`config.mk`:
```
export PLATFORM = sky130hd
export DESIGN_NAME = ov7670_stream_gen
export DESIGN_NICKNAME = d
export VERILOG_FILES = /design/src/rtl/ov7670_stream_pkg.sv /design/src/rtl/ov7670_pattern_gen.sv /design/src/rtl/ov7670_stream_gen.sv
export SDC_FILE = /design/constraint.sdc
export NUM_CORES = 1
export LEC_CHECK = 0
export ABC_CLOCK_PERIOD_IN_PS = 8500
export CAP_MARGIN = 20
export CORE_AREA = 2 2 149 151
export CTS_CLUSTER_SIZE = 8
export DETAILED_ROUTE_END_ITERATION = 10
export DIE_AREA = 0 0 151 153
export SLEW_MARGIN = 20
export SYNTH_ARGS = -nofsm -noshare
export SYNTH_HDL_FRONTEND = slang
export SYNTH_HIERARCHICAL = 1
export SYNTH_SLANG_ARGS = --single-unit
```
`constraint.sdc`:
```
create_clock -name clk -period 8.5 [get_ports clk]
set_clock_uncertainty 0.15 [all_clocks]
set_input_delay 2.125 -clock clk [delete_from_list [all_inputs] [get_ports clk]]
set_output_delay 2.125 -clock clk [all_outputs]
set_load 0.005 [all_outputs]
```
`src/rtl/ov7670_stream_pkg.sv`:
```
// ov7670_stream_pkg
// Shared definitions for the OV7670 camera emulator: FSM state codes,
// pattern-select codes, the colour-bar palette and the latched pattern
// configuration record.
package ov7670_stream_pkg;

    // Framing FSM state codes.
    localparam logic [2:0] ST_IDLE   = 3'd0;
    localparam logic [2:0] ST_VSYNC  = 3'd1;
    localparam logic [2:0] ST_VBACK  = 3'd2;
    localparam logic [2:0] ST_ACTIVE = 3'd3;
    localparam logic [2:0] ST_HBLANK = 3'd4;
    localparam logic [2:0] ST_VFRONT = 3'd5;

    // Pattern-select codes seen on pattern_sel.
    localparam logic [1:0] PAT_SOLID    = 2'd0;
    localparam logic [1:0] PAT_BARS     = 2'd1;
    localparam logic [1:0] PAT_GRADIENT = 2'd2;
    localparam logic [1:0] PAT_ADDR     = 2'd3;

    // Colour bars, left to right: element 0 is the leftmost bar.
    localparam logic [7:0][15:0] BAR_COLORS = {
        16'h0000, 16'h001F, 16'hF800, 16'hF81F,
        16'h07E0, 16'h07FF, 16'hFFE0, 16'hFFFF
    };

    // Pattern inputs captured at the start of each frame.
    typedef struct packed {
        logic [1:0]  sel;
        logic [15:0] solid;
    } pattern_cfg_t;

    function automatic logic [15:0] bar_color(input logic [2:0] idx);
        return BAR_COLORS[idx];
    endfunction

endpackage

```
`src/rtl/ov7670_pattern_gen.sv`:
```
// ov7670_pattern_gen
// Combinational RGB565 pixel for the current raster position. The bar
// index arrives pre-computed from a counter in the top, so no divider is
// needed here. x_scroll_lo is the low part of the (possibly scrolled) x
// used by the gradient; frame is the scroll offset (zero when scrolling is
// not built in).
module ov7670_pattern_gen
    import ov7670_stream_pkg::*;
#(
    parameter int IMG_WIDTH = 160
) (
    input  logic [15:0] x,
    input  logic [4:0]  x_scroll_lo,
    input  logic [15:0] y,
    input  logic [2:0]  bar,
    input  logic [1:0]  sel,
    input  logic [15:0] solid,
    input  logic [15:0] frame,
    output logic [15:0] pixel
);

    logic [15:0] addr;

    // Address pattern: frame_buffer write address of this pixel, plus scroll offset, mod 2^16.
    always_comb begin
        addr = y * 16'(IMG_WIDTH) + x + frame;
    end

    // Select the pixel value for the latched pattern.
    always_comb begin
        pixel = 16'h0000;
        case (sel)
            PAT_SOLID:    pixel = solid;
            PAT_BARS:     pixel = bar_color(bar);
            PAT_GRADIENT: pixel = {x_scroll_lo, y[5:0], x_scroll_lo};
            PAT_ADDR:     pixel = addr;
            default:      pixel = 16'h0000;
        endcase
    end

endmodule

```
`src/rtl/ov7670_stream_gen.sv`:
```
// ov7670_stream_gen
// OV7670 camera emulator: drives pclk/vsync/href/data framing from the
// system clock with RGB565 test patterns, so the capture path can be
// exercised without a sensor.
//
// Bus protocol: cam_href is a valid-only qualifier for cam_data; there is
// no backpressure. Every framing output changes only on the clk where
// cam_pclk goes 1->0, so a receiver sampling on rising cam_pclk always sees
// values that have been stable for one clk. cam_data is 0 whenever
// cam_href is 0. Each pixel is sent high byte first.
//
// Build option: define STREAM_GEN_SCROLL_EN to add a per-frame counter f
// that scrolls patterns 1 and 2 by one pixel per frame and offsets
// pattern 3 by f. Framing is identical either way.
//
// VS_LINES, V_BACK and V_FRONT are taken to be at least 1; IMG_WIDTH must
// be a multiple of 8 and H_BLANK at least 1.
module ov7670_stream_gen
    import ov7670_stream_pkg::*;
#(
    parameter int IMG_WIDTH  = 160,
    parameter int IMG_HEIGHT = 120,
    parameter int H_BLANK    = 16,
    parameter int VS_LINES   = 3,
    parameter int V_BACK     = 2,
    parameter int V_FRONT    = 1
) (
    input  logic        clk,
    input  logic        reset,
    input  logic        enable,
    input  logic [1:0]  pattern_sel,
    input  logic [15:0] solid_rgb,
    output logic        cam_pclk,
    output logic        cam_vsync,
    output logic        cam_href,
    output logic [7:0]  cam_data,
    output logic        busy,
    output logic        frame_done,
    output logic [2:0]  dbg_state
);

    localparam int LINE_T = 2 * IMG_WIDTH + H_BLANK;
    localparam int BAR_W  = IMG_WIDTH / 8;

    localparam logic [15:0] VS_LAST  = 16'(VS_LINES * LINE_T - 1);
    localparam logic [15:0] VB_LAST  = 16'(V_BACK * LINE_T - 1);
    localparam logic [15:0] VF_LAST  = 16'(V_FRONT * LINE_T - 1);
    localparam logic [15:0] HB_LAST  = 16'(H_BLANK - 1);
    localparam logic [15:0] X_LAST   = 16'(IMG_WIDTH - 1);
    localparam logic [15:0] Y_LAST   = 16'(IMG_HEIGHT - 1);
    localparam logic [15:0] BAR_LAST = 16'(BAR_W - 1);

    logic [2:0]   state;
    logic [15:0]  cnt;        // pclk count within VSYNC/VBACK/HBLANK/VFRONT
    logic [15:0]  x;          // unscrolled pixel index within the line
    logic [15:0]  xs;         // scrolled pixel index x' for bars/gradient
    logic [15:0]  y;
    logic [15:0]  bar_cnt;    // pixel position of x' inside its bar
    logic [2:0]   bar;        // bar index of x'
    logic         byte_lo;    // 0: high byte on the bus, 1: low byte
    pattern_cfg_t cfg;

    logic         fall;
    logic         frame_end;
    logic [15:0]  pixel;

    logic [15:0]  frame_cnt;
    logic [15:0]  scroll_x;
    logic [15:0]  scroll_bar_cnt;
    logic [2:0]   scroll_bar;

    assign fall      = cam_pclk;
    assign frame_end = fall && (state == ST_VFRONT) && (cnt == VF_LAST);

    // Emulated pixel clock: divide-by-two of clk, starting low out of reset.
    always_ff @(posedge clk) begin
        if (reset) begin
            cam_pclk <= 1'b0;
        end else begin
            cam_pclk <= ~cam_pclk;
        end
    end

`ifdef STREAM_GEN_SCROLL_EN
    // Scroll origin: frame counter and the bar position of x' = f mod IMG_WIDTH, stepped each frame.
    always_ff @(posedge clk) begin
        if (reset) begin
            frame_cnt      <= 16'd0;
            scroll_x       <= 16'd0;
            scroll_bar_cnt <= 16'd0;
            scroll_bar     <= 3'd0;
        end else if (frame_end) begin
            frame_cnt <= frame_cnt + 16'd1;
            if (scroll_x == X_LAST) begin
                scroll_x       <= 16'd0;
                scroll_bar_cnt <= 16'd0;
                scroll_bar     <= 3'd0;
            end else begin
                scroll_x <= scroll_x + 16'd1;
                if (scroll_bar_cnt == BAR_LAST) begin
                    scroll_bar_cnt <= 16'd0;
                    scroll_bar     <= scroll_bar + 3'd1;
                end else begin
                    scroll_bar_cnt <= scroll_bar_cnt + 16'd1;
                end
            end
        end
    end
`else
    assign frame_cnt      = 16'd0;
    assign scroll_x       = 16'd0;
    assign scroll_bar_cnt = 16'd0;
    assign scroll_bar     = 3'd0;
`endif

    // Framing FSM, raster counters and byte serializer; advances only on pclk fall edges.
    always_ff @(posedge clk) begin
        if (reset) begin
            state   <= ST_IDLE;
            cnt     <= 16'd0;
            x       <= 16'd0;
            xs      <= 16'd0;
            y       <= 16'd0;
            bar_cnt <= 16'd0;
            bar     <= 3'd0;
            byte_lo <= 1'b0;
            cfg     <= '0;
        end else if (fall) begin
            case (state)
                ST_IDLE: begin
                    if (enable) begin
                        state     <= ST_VSYNC;
                        cnt       <= 16'd0;
                        cfg.sel   <= pattern_sel;
                        cfg.solid <= solid_rgb;
                    end
                end

                ST_VSYNC: begin
                    if (cnt == VS_LAST) begin
                        state <= ST_VBACK;
                        cnt   <= 16'd0;
                    end else begin
                        cnt <= cnt + 16'd1;
                    end
                end

                ST_VBACK: begin
                    if (cnt == VB_LAST) begin
                        state   <= ST_ACTIVE;
                        cnt     <= 16'd0;
                        y       <= 16'd0;
                        x       <= 16'd0;
                        xs      <= scroll_x;
                        bar     <= scroll_bar;
                        bar_cnt <= scroll_bar_cnt;
                        byte_lo <= 1'b0;
                    end else begin
                        cnt <= cnt + 16'd1;
                    end
                end

                ST_ACTIVE: begin
                    byte_lo <= ~byte_lo;
                    if (byte_lo) begin
                        // Low byte done: step to the next pixel.
                        x <= x + 16'd1;
                        if (xs == X_LAST) begin
                            xs      <= 16'd0;
                            bar     <= 3'd0;
                            bar_cnt <= 16'd0;
                        end else begin
                            xs <= xs + 16'd1;
                            if (bar_cnt == BAR_LAST) begin
                                bar_cnt <= 16'd0;
                                bar     <= bar + 3'd1;
                            end else begin
                                bar_cnt <= bar_cnt + 16'd1;
                            end
                        end
                        if (x == X_LAST) begin
                            state <= ST_HBLANK;
                            cnt   <= 16'd0;
                        end
                    end
                end

                ST_HBLANK: begin
                    if (cnt == HB_LAST) begin
                        cnt <= 16'd0;
                        y   <= y + 16'd1;
                        if (y == Y_LAST) begin
                            state <= ST_VFRONT;
                        end else begin
                            state   <= ST_ACTIVE;
                            x       <= 16'd0;
                            xs      <= scroll_x;
                            bar     <= scroll_bar;
                            bar_cnt <= scroll_bar_cnt;
                            byte_lo <= 1'b0;
                        end
                    end else begin
                        cnt <= cnt + 16'd1;
                    end
                end

                ST_VFRONT: begin
                    if (cnt == VF_LAST) begin
                        cnt <= 16'd0;
                        x   <= 16'd0;
                        y   <= 16'd0;
                        if (enable) begin
                            state     <= ST_VSYNC;
                            cfg.sel   <= pattern_sel;
                            cfg.solid <= solid_rgb;
                        end else begin
                            state <= ST_IDLE;
                        end
                    end else begin
                        cnt <= cnt + 16'd1;
                    end
                end

                default: begin
                    state <= ST_IDLE;
                    cnt   <= 16'd0;
                end
            endcase
        end
    end

    // End-of-frame strobe, one clk wide, aligned with the closing fall edge.
    always_ff @(posedge clk) begin
        if (reset) begin
            frame_done <= 1'b0;
        end else begin
            frame_done <= frame_end;
        end
    end

    ov7670_pattern_gen #(
        .IMG_WIDTH (IMG_WIDTH)
    ) u_pattern (
        .x           (x),
        .x_scroll_lo (xs[4:0]),
        .y           (y),
        .bar         (bar),
        .sel         (cfg.sel),
        .solid       (cfg.solid),
        .frame       (frame_cnt),
        .pixel       (pixel)
    );

    assign cam_vsync = (state == ST_VSYNC);
    assign cam_href  = (state == ST_ACTIVE);
    assign busy      = (state != ST_IDLE);
    assign cam_data  = cam_href ? (byte_lo ? pixel[7:0] : pixel[15:8]) : 8'h00;
    assign dbg_state = state;

endmodule

```
==> results of run 1 <==
[registers in the layout (all words and copies together) (netlist names)]
| signal | flops |
|---|---|
| cnt | 16 |
| cfg | 18 |
| bar | 3 |
| byte_lo | 1 |
| xs | 16 |
| x | 16 |
| cam_pclk | 1 |
| y | 16 |
| bar_cnt | 16 |
| frame_done | 1 |
| dbg_state | 3 |
[worst register-to-register path, stage by stage, from the launching register on]
cell and delay, ns:
dfxtp_1 0.61, nor2b_1 0.46, nand2_1 0.13, inv_1 0.34, nand3_1 0.55, nor4_1 0.96
buf_4 0.29, nand4b_1 0.10, a21oi_1 0.15
[synthesized netlist by cell type, types with 3 or more instances]
master    count
nand3_1      34
or3_1         7
o21a_1        5
o21ai_0      58
xor2_1        8
and2_1        8
o21ai_1       3
clkbuf_1     25
nor4_1       24
a21o_1       10
and3b_1       3
a211o_1       3
nor4b_1       8
mux4_2       11
nand2_1      52
nor3b_1       4
xnor2_1      38
fa_1         12
o31ai_1       9
inv_1        52
ha_1         40
o211ai_1      5
a21oi_1      65
mux2i_1      35
and3_1       19
a31oi_1      10
nand2b_1      7
buf_1         3
nand4_1      25
nor2_1       93
dfxtp_1     107
nor3_1       21
and4_1        8
nand4b_1      6
o21bai_1      4
nand3b_1     14
nor2b_1       9
or4_1         7
a211oi_1      3
buf_2         8
[cell usage in the layout, fill, tap and decap left out, types with 16 or more instances in the layout]
cell type        Yosys  layout
nand2_1             52      52
xnor2_1             38      38
a21oi_1             65      64
conb_1               1      16
nor2_1              93      93
nand3_1             34      34
ha_1                40      40
clkdlybuf4s50_1      0      35
mux2i_1             35      35
and3_1              19      19
o21ai_0             58      58
dfxtp_1            107     107
nor4_1              24      24
nand4_1             25      25
nor3_1              21      21
inv_1               52      52
[worst max-delay path by stage]
stage                       from     endpoint  slack, ns  cells after the start
2_1_floorplan  y[3]$_SDFFE_PP0P_  cam_data[7]       2.33                     17
3_3_place_gp   y[3]$_SDFFE_PP0P_  cam_data[7]       1.60                     18
3_5_place_dp   y[3]$_SDFFE_PP0P_  cam_data[7]       1.51                     18
4_1_cts        y[3]$_SDFFE_PP0P_  cam_data[7]       1.08                     18
5_1_grt        y[3]$_SDFFE_PP0P_  cam_data[7]       0.73                     18
6_report       y[3]$_SDFFE_PP0P_  cam_data[7]       1.09                     18
[metrics by stage]
stage | power, mW | utilization, %
floorplan | 0.587 | -
global placement | 0.618 | 37.8
detailed placement | 0.618 | 37.8
CTS | 1.04 | 39.1
global route | 1.07 | 39.1
finish | 1.03 | 39.1
[cell type report]
type                    count  area share, %
flip-flops and latches    107           25.5
well taps                 280           4.17
clock buffers              10           2.84
clock inverters             6          0.581
multi-input cells         716           59.7
inverters                  52           2.32
repair buffers             43           4.85
[per-layer routing]
metal,share of wire [%],vias to the layer above
li1,-,3325
met1,52,3127
met2,43,121
met3,4.0,16
met4,1.1,0
met5,0,-
[cell families after synthesis]
| family | share of synthesized area (%) |
|---|---|
| mux | 8.03 |
| simple gates | 27.2 |
| buf+inv | 4.72 |
| xor+xnor | 5.41 |
| other cells | 0.0503 |
| flops | 28.8 |
| fa+ha+maj | 9.94 |
| compound gates | 15.9 |
[power groups by stage]
stage	sequential, mW	combinational [mW]	clock [mW]
after floorplan	0.521	0.0651	0
after global placement	0.526	0.0923	0
after detailed placement	0.526	0.0924	0
after CTS	0.514	0.0930	0.435
after global routing	0.515	0.103	0.451
final	0.514	0.0927	0.419
==> metrics, run 1 <==
Worst-Margin Slew=1.03 ns; Hold Crit Class=flop to flop; share of flip-flops with an asynchronous set or reset=0%; unrepaired setup endpoints after global routing=false; post-DP HPWL=approximately 14 mm; vias per cell=about 5.4; number of post-CTS setup repair buffers=0; reg2reg start=dbg_state[1]$_SDFFE_PP0P_; Seq/Total Area, Yosys=~29%; Final ANT Viol Nets=0; YS warnings=6; antenna violations before repair=1; Global Route Usage Sum=about 17%; DP Cell Count=approximately 1200; I/O pin cnt=37; Min Hold Slack=roughly 0.34 ns; VDD IR max=about 0.000085 V; Final Max Slew Viols=0; hold path cells=2; HP Start=cnt[1]$_SDFFE_PP0P_; pre-CTS WS=1.51 ns; DRC Markers=0; Net Sw Frac=a little over a quarter; critical path class=flop to primary output; DR iter-0 viols=between 300 and 400; CTS Root Buffer Type=clkbuf_16; core area=21500 um2; hold endpoint=cnt[1]$_SDFFE_PP0P_; footprint of the multi-input gates=roughly 5000 um2; Max Cap Violations=0; final setup TNS=0 ns; Worst EP required=6.23 ns; Seq cells post-synth=roughly 110; routability congestion estimate=~0.8; grt met2 use=25.1%; Final Critical Period=roughly 7.4 ns; R2R depth=8; Setup WS post-layout=1.09 ns; Clock Tree Buf Depth=2; area delta synth->final=12.8%; H-tree depth=3; largest net degree at the start of global routing=70; largest area contributor in the netlist=dfxtp_1; layout cell share with drive strength beyond 1=roughly 5.7%; die width=151 um; row cnt=54; gr busiest metal=met2; non-filler cells, final=between 1000 and 1500; outcome=finished, final reports clean; clk sink count=between 100 and 150; met1 Use GR=25.1%; Seq pwr share=about 50%; most used cell, CP=ha_1; vias in the first global route=approximately 6200; net switching power=roughly 0.27 mW; height of the die=between 150 and 200 um; first-pass GRT wire length=roughly 32 mm; Pint=approximately 0.76 mW; routed vias=6589; Pre-antenna DRT Iters=5; delay-heaviest family, CP=adder cells; CTS Buf Count=9; Antenna Cells=0; PostCTS Resize Cnt=0; post-synth top area share=28.8%; Max Clock Freq=approximately 0.14 GHz; Finished Cell Area=8400 um2; unique cell type count in the Yosys netlist=69; Synth Area per Inst=between 8 and 9 um2; hold buffers post-CTS=0; startpoint types=flop; WL/cell=around 16 um; grt ovf=0; EDFF count, synth=0; die footprint=23100 um2; Crit path arrival time=between 5 and 6 ns; Reg clk slew, reported paths=0.08 ns; Worst Path Buf+Inv=2; CP Cell Sequence=ha_1, ha_1, fa_1, a21o_1, a21oi_1, xnor2_1, fa_1, inv_1, ha_1, a21o_1, a21oi_1, nor2b_1, a2111oi_4, xnor2_1, o221ai_1, mux2i_1, nor2_1, clkdlybuf4s50_1; # fillers=about 2200; Synth Instances=about 900; crit path capture type=primary output; DP Area=between 8000 and 9000 um2; Static Leak=3.05 nW; crit path max fanout=9; flop2flop setup slack=roughly 4.7 ns; CTS tree=done; fin nets=1002; Synth area leaders=dfxtp_1, ha_1, mux2i_1; clk_lat worst skew=roughly 0.37 ns; final setup fails=0; Fin. Hold Viols=0; r2r endpoint=bar_cnt[7]$_SDFFE_PP0P_; netlist area before placement=around 7400 um2; Synth Flop Type=dfxtp_1; met3 Use GR=between 3 and 4%; Final Cycle Share=between 80% and 90%; Comb pwr share=9.0%; Worst path max stage delay=0.51 ns; drt total wl=between 15 and 20 mm; Relative slew margins=between 30% and 40%; clock group share of total power=approximately two fifths; initial core utilization=a little over a third; I/O Buffers=36; slowest CP cell=dfxtp_1; Pwr Density=approximately 120 nW/um2; Sequential cell area=roughly 2100 um2
No activity file was read; power rests on OpenSTA's default activity.
==> inputs of run 2 (changes only) <==
--- a/config.mk
+++ b/config.mk
@@ -5,12 +5,13 @@
 export SDC_FILE = /design/constraint.sdc
 export NUM_CORES = 1
 export LEC_CHECK = 0
-export ABC_CLOCK_PERIOD_IN_PS = 8500
+export ABC_CLOCK_PERIOD_IN_PS = 8300
 export CAP_MARGIN = 20
 export CORE_AREA = 2 2 149 151
 export CTS_CLUSTER_SIZE = 8
 export DETAILED_ROUTE_END_ITERATION = 10
 export DIE_AREA = 0 0 151 153
+export GPL_TIMING_DRIVEN = 0
 export SLEW_MARGIN = 20
 export SYNTH_ARGS = -nofsm -noshare
 export SYNTH_HDL_FRONTEND = slang
==> constraint.sdc (replaced) <==
create_clock -name clk -period 8.3 [get_ports clk]
set_clock_uncertainty 0.15 [all_clocks]
set_input_delay 2.075 -clock clk [delete_from_list [all_inputs] [get_ports clk]]
set_output_delay 2.075 -clock clk [all_outputs]
set_load 0.005 [all_outputs]
==> run 2 against run 1 <==
Effect of this change:
- register-to-register slack improved by 0.19 ns
- combinational power is 9% higher
- clock power up 5.7%
- core utilization grew 0.52 points
- first-iteration DRC count rose by 6.6%
- sequential power rose by 2%
- final cell count rose by 2.4%
- via count is 1.9% higher
- global-route usage grew 0.34 points
- hold slack improved by 0.0034 ns
- flip-flop and latch count unchanged
- clock-buffer cell count is the same
- critical path type unchanged
==> metrics, run 2 (synthesis results as in run 1) <==
final setup TNS=0 ns; VDD IR max=0.0000928 V; Pre-antenna DRT Iters=5; die footprint=23100 um2; I/O pin cnt=37; largest net degree at the start of global routing=18; Final Cycle Share=about nine tenths; CTS Buf Count=9; Final Max Slew Viols=0; first-pass GRT wire length=approximately 32 mm; die width=roughly 150 um; grt ovf=0; flop2flop setup slack=a little under 5 ns; total power=between 1 and 1.5 mW; clk_lat worst skew=around 0.36 ns; Max Clock Freq=approximately 0.13 GHz; crit path capture type=primary output; Crit path arrival time=around 5.3 ns; Final Critical Period=about 7.5 ns; Pwr Density=about 130 nW/um2; Final ANT Viol Nets=0; WL/cell=around 16 um; hold path cells=2; CTS tree=done; layout cell share with drive strength beyond 1=5.30%; vias per cell=between 5 and 6; critical path class=flop to primary output; initial core utilization=34.7%; antenna violations before repair=0; DRC Markers=0; clk sink count=107; startpoint types=flop; Clock Tree Buf Depth=2; Max Cap Violations=0; row cnt=54; number of post-CTS setup repair buffers=0; post-DP HPWL=~15 mm; area delta synth->final=14.3%; commonest non-fill, non-tap cells in the layout=dfxtp_1, nor2_1, a21oi_1; hold endpoint=cnt[1]$_SDFFE_PP0P_; r2r endpoint=bar_cnt[7]$_SDFFE_PP0P_; HP Start=cnt[1]$_SDFFE_PP0P_; Antenna Cells=0; reg2reg start=dbg_state[1]$_SDFFE_PP0P_; height of the die=153 um; hold buffers post-CTS=0; Global Route Usage Sum=between 10% and 20%; routed vias=approximately 6700; commonest non-fill, non-tap cell in the layout=dfxtp_1; Worst EP required=6.08 ns; Relative slew margins=44.5%; crit path max fanout=9; R2R depth=9; H-tree depth=3; final setup fails=0; Worst-Margin Slew=between 0.8 and 0.9 ns; Reg clk slew, reported paths=approximately 0.070 ns; outcome=finished, final reports clean; max FFs per register=18; Static Leak=slightly above 3 nW; vias in the first global route=approximately 6300; DR iter-0 viols=just under 400; I/O Buffers=36; core area=approximately 21000 um2; fin nets=~1000; Largest Register=cfg; drt total wl=approximately 19 mm; CTS Root Buffer Type=clkbuf_16; PostCTS Resize Cnt=0; unrepaired setup endpoints after global routing=false; routability congestion estimate=around 0.81; Fin. Hold Viols=0; Hold Crit Class=flop to flop
-- run 2: cell count changes in the layout (fill, tap and decap cells not counted), sizes merged --
cell,delta
clkdlybuf4s50,+1
clkinvlp,-1
clkbuf,+25
clkinv,-1
buf,+4
bufinv,+1
-- run 2: worst max-delay path, cell delays in order (launching register included) --
cell and delay [ns]:
dfxtp_1 0.59, ha_1 0.32, ha_1 0.22, fa_1 0.41
a21o_1 0.19, a21oi_1 0.21, xnor2_1 0.13, fa_1 0.49
inv_1 0.04, ha_1 0.36, a21o_1 0.19, a21oi_1 0.23
nor2b_1 0.11, a2111oi_4 0.34, xnor2_1 0.14, o221ai_1 0.18
mux2i_1 0.09, nor2_1 0.15, clkdlybuf4s50_1 0.52
-- run 2: metrics by stage --
stage	worst slack, ns	cell area [um2]	cells	hold slack, ns	utilization, %
3_3_place_gp	1.18	8220	1228	0.329	38.2
2_1_floorplan	2.18	7510	912	0.302	-
6_report	0.793	8520	1243	0.345	39.6
4_1_cts	0.773	8520	1243	0.346	39.6
3_5_place_dp	1.18	8220	1228	0.336	38.2
5_1_grt	0.470	8520	1243	0.364	39.6
-- run 2: area by class of cell --
cell class              count  area [um2]
plain buffers              37         156
clock buffers              10         239
clock inverters             5        60.1
fillers                  2228       13000
inverters                  52         195
multi-input cells         716        5010
flip-flops and latches    107        2140
well taps                 280         350
repair buffers             36         360
-- run 2: report_power, final --
group | leakage, nW | total (mW) | switching, mW | internal (mW)
sequential | 0.864 | 0.524 | 0.00581 | 0.519
combinational | 2.09 | 0.101 | 0.0577 | 0.0436
clock | 0.145 | 0.443 | 0.200 | 0.242
total | 3.10 | 1.07 | 0.264 | 0.805
-- run 2: how the worst max path moves through the flow --
stage,slack [ns],cells after the start,to,start
after global placement,1.18,18,cam_data[7],y[3]$_SDFFE_PP0P_
final,0.79,18,cam_data[7],y[3]$_SDFFE_PP0P_
after detailed placement,1.18,18,cam_data[7],y[3]$_SDFFE_PP0P_
after global routing,0.47,18,cam_data[7],y[3]$_SDFFE_PP0P_
after CTS,0.77,18,cam_data[7],y[3]$_SDFFE_PP0P_
after floorplan,2.18,17,cam_data[7],y[3]$_SDFFE_PP0P_
-- run 2: routing by layer --
metal / GRT usage [%] / vias up / share of wire, %
li1: - / 3389 / -
met5: 0 / - / 0
met1: 24.2 / 3180 / 50
met3: 2.78 / 13 / 3.9
met2: 27.6 / 130 / 45
met4: 3.69 / 0 / 0.93
==> inputs of run 3 (changes only) <==
--- a/config.mk
+++ b/config.mk
@@ -8,7 +8,7 @@
 export ABC_CLOCK_PERIOD_IN_PS = 8300
 export CAP_MARGIN = 20
 export CORE_AREA = 2 2 149 151
-export CTS_CLUSTER_SIZE = 8
+export CTS_CLUSTER_SIZE = 16
 export DETAILED_ROUTE_END_ITERATION = 10
 export DIE_AREA = 0 0 151 153
 export GPL_TIMING_DRIVEN = 0
==> results of run 3 <==
Final layout, timing and power as in run 2 (identical DEF).
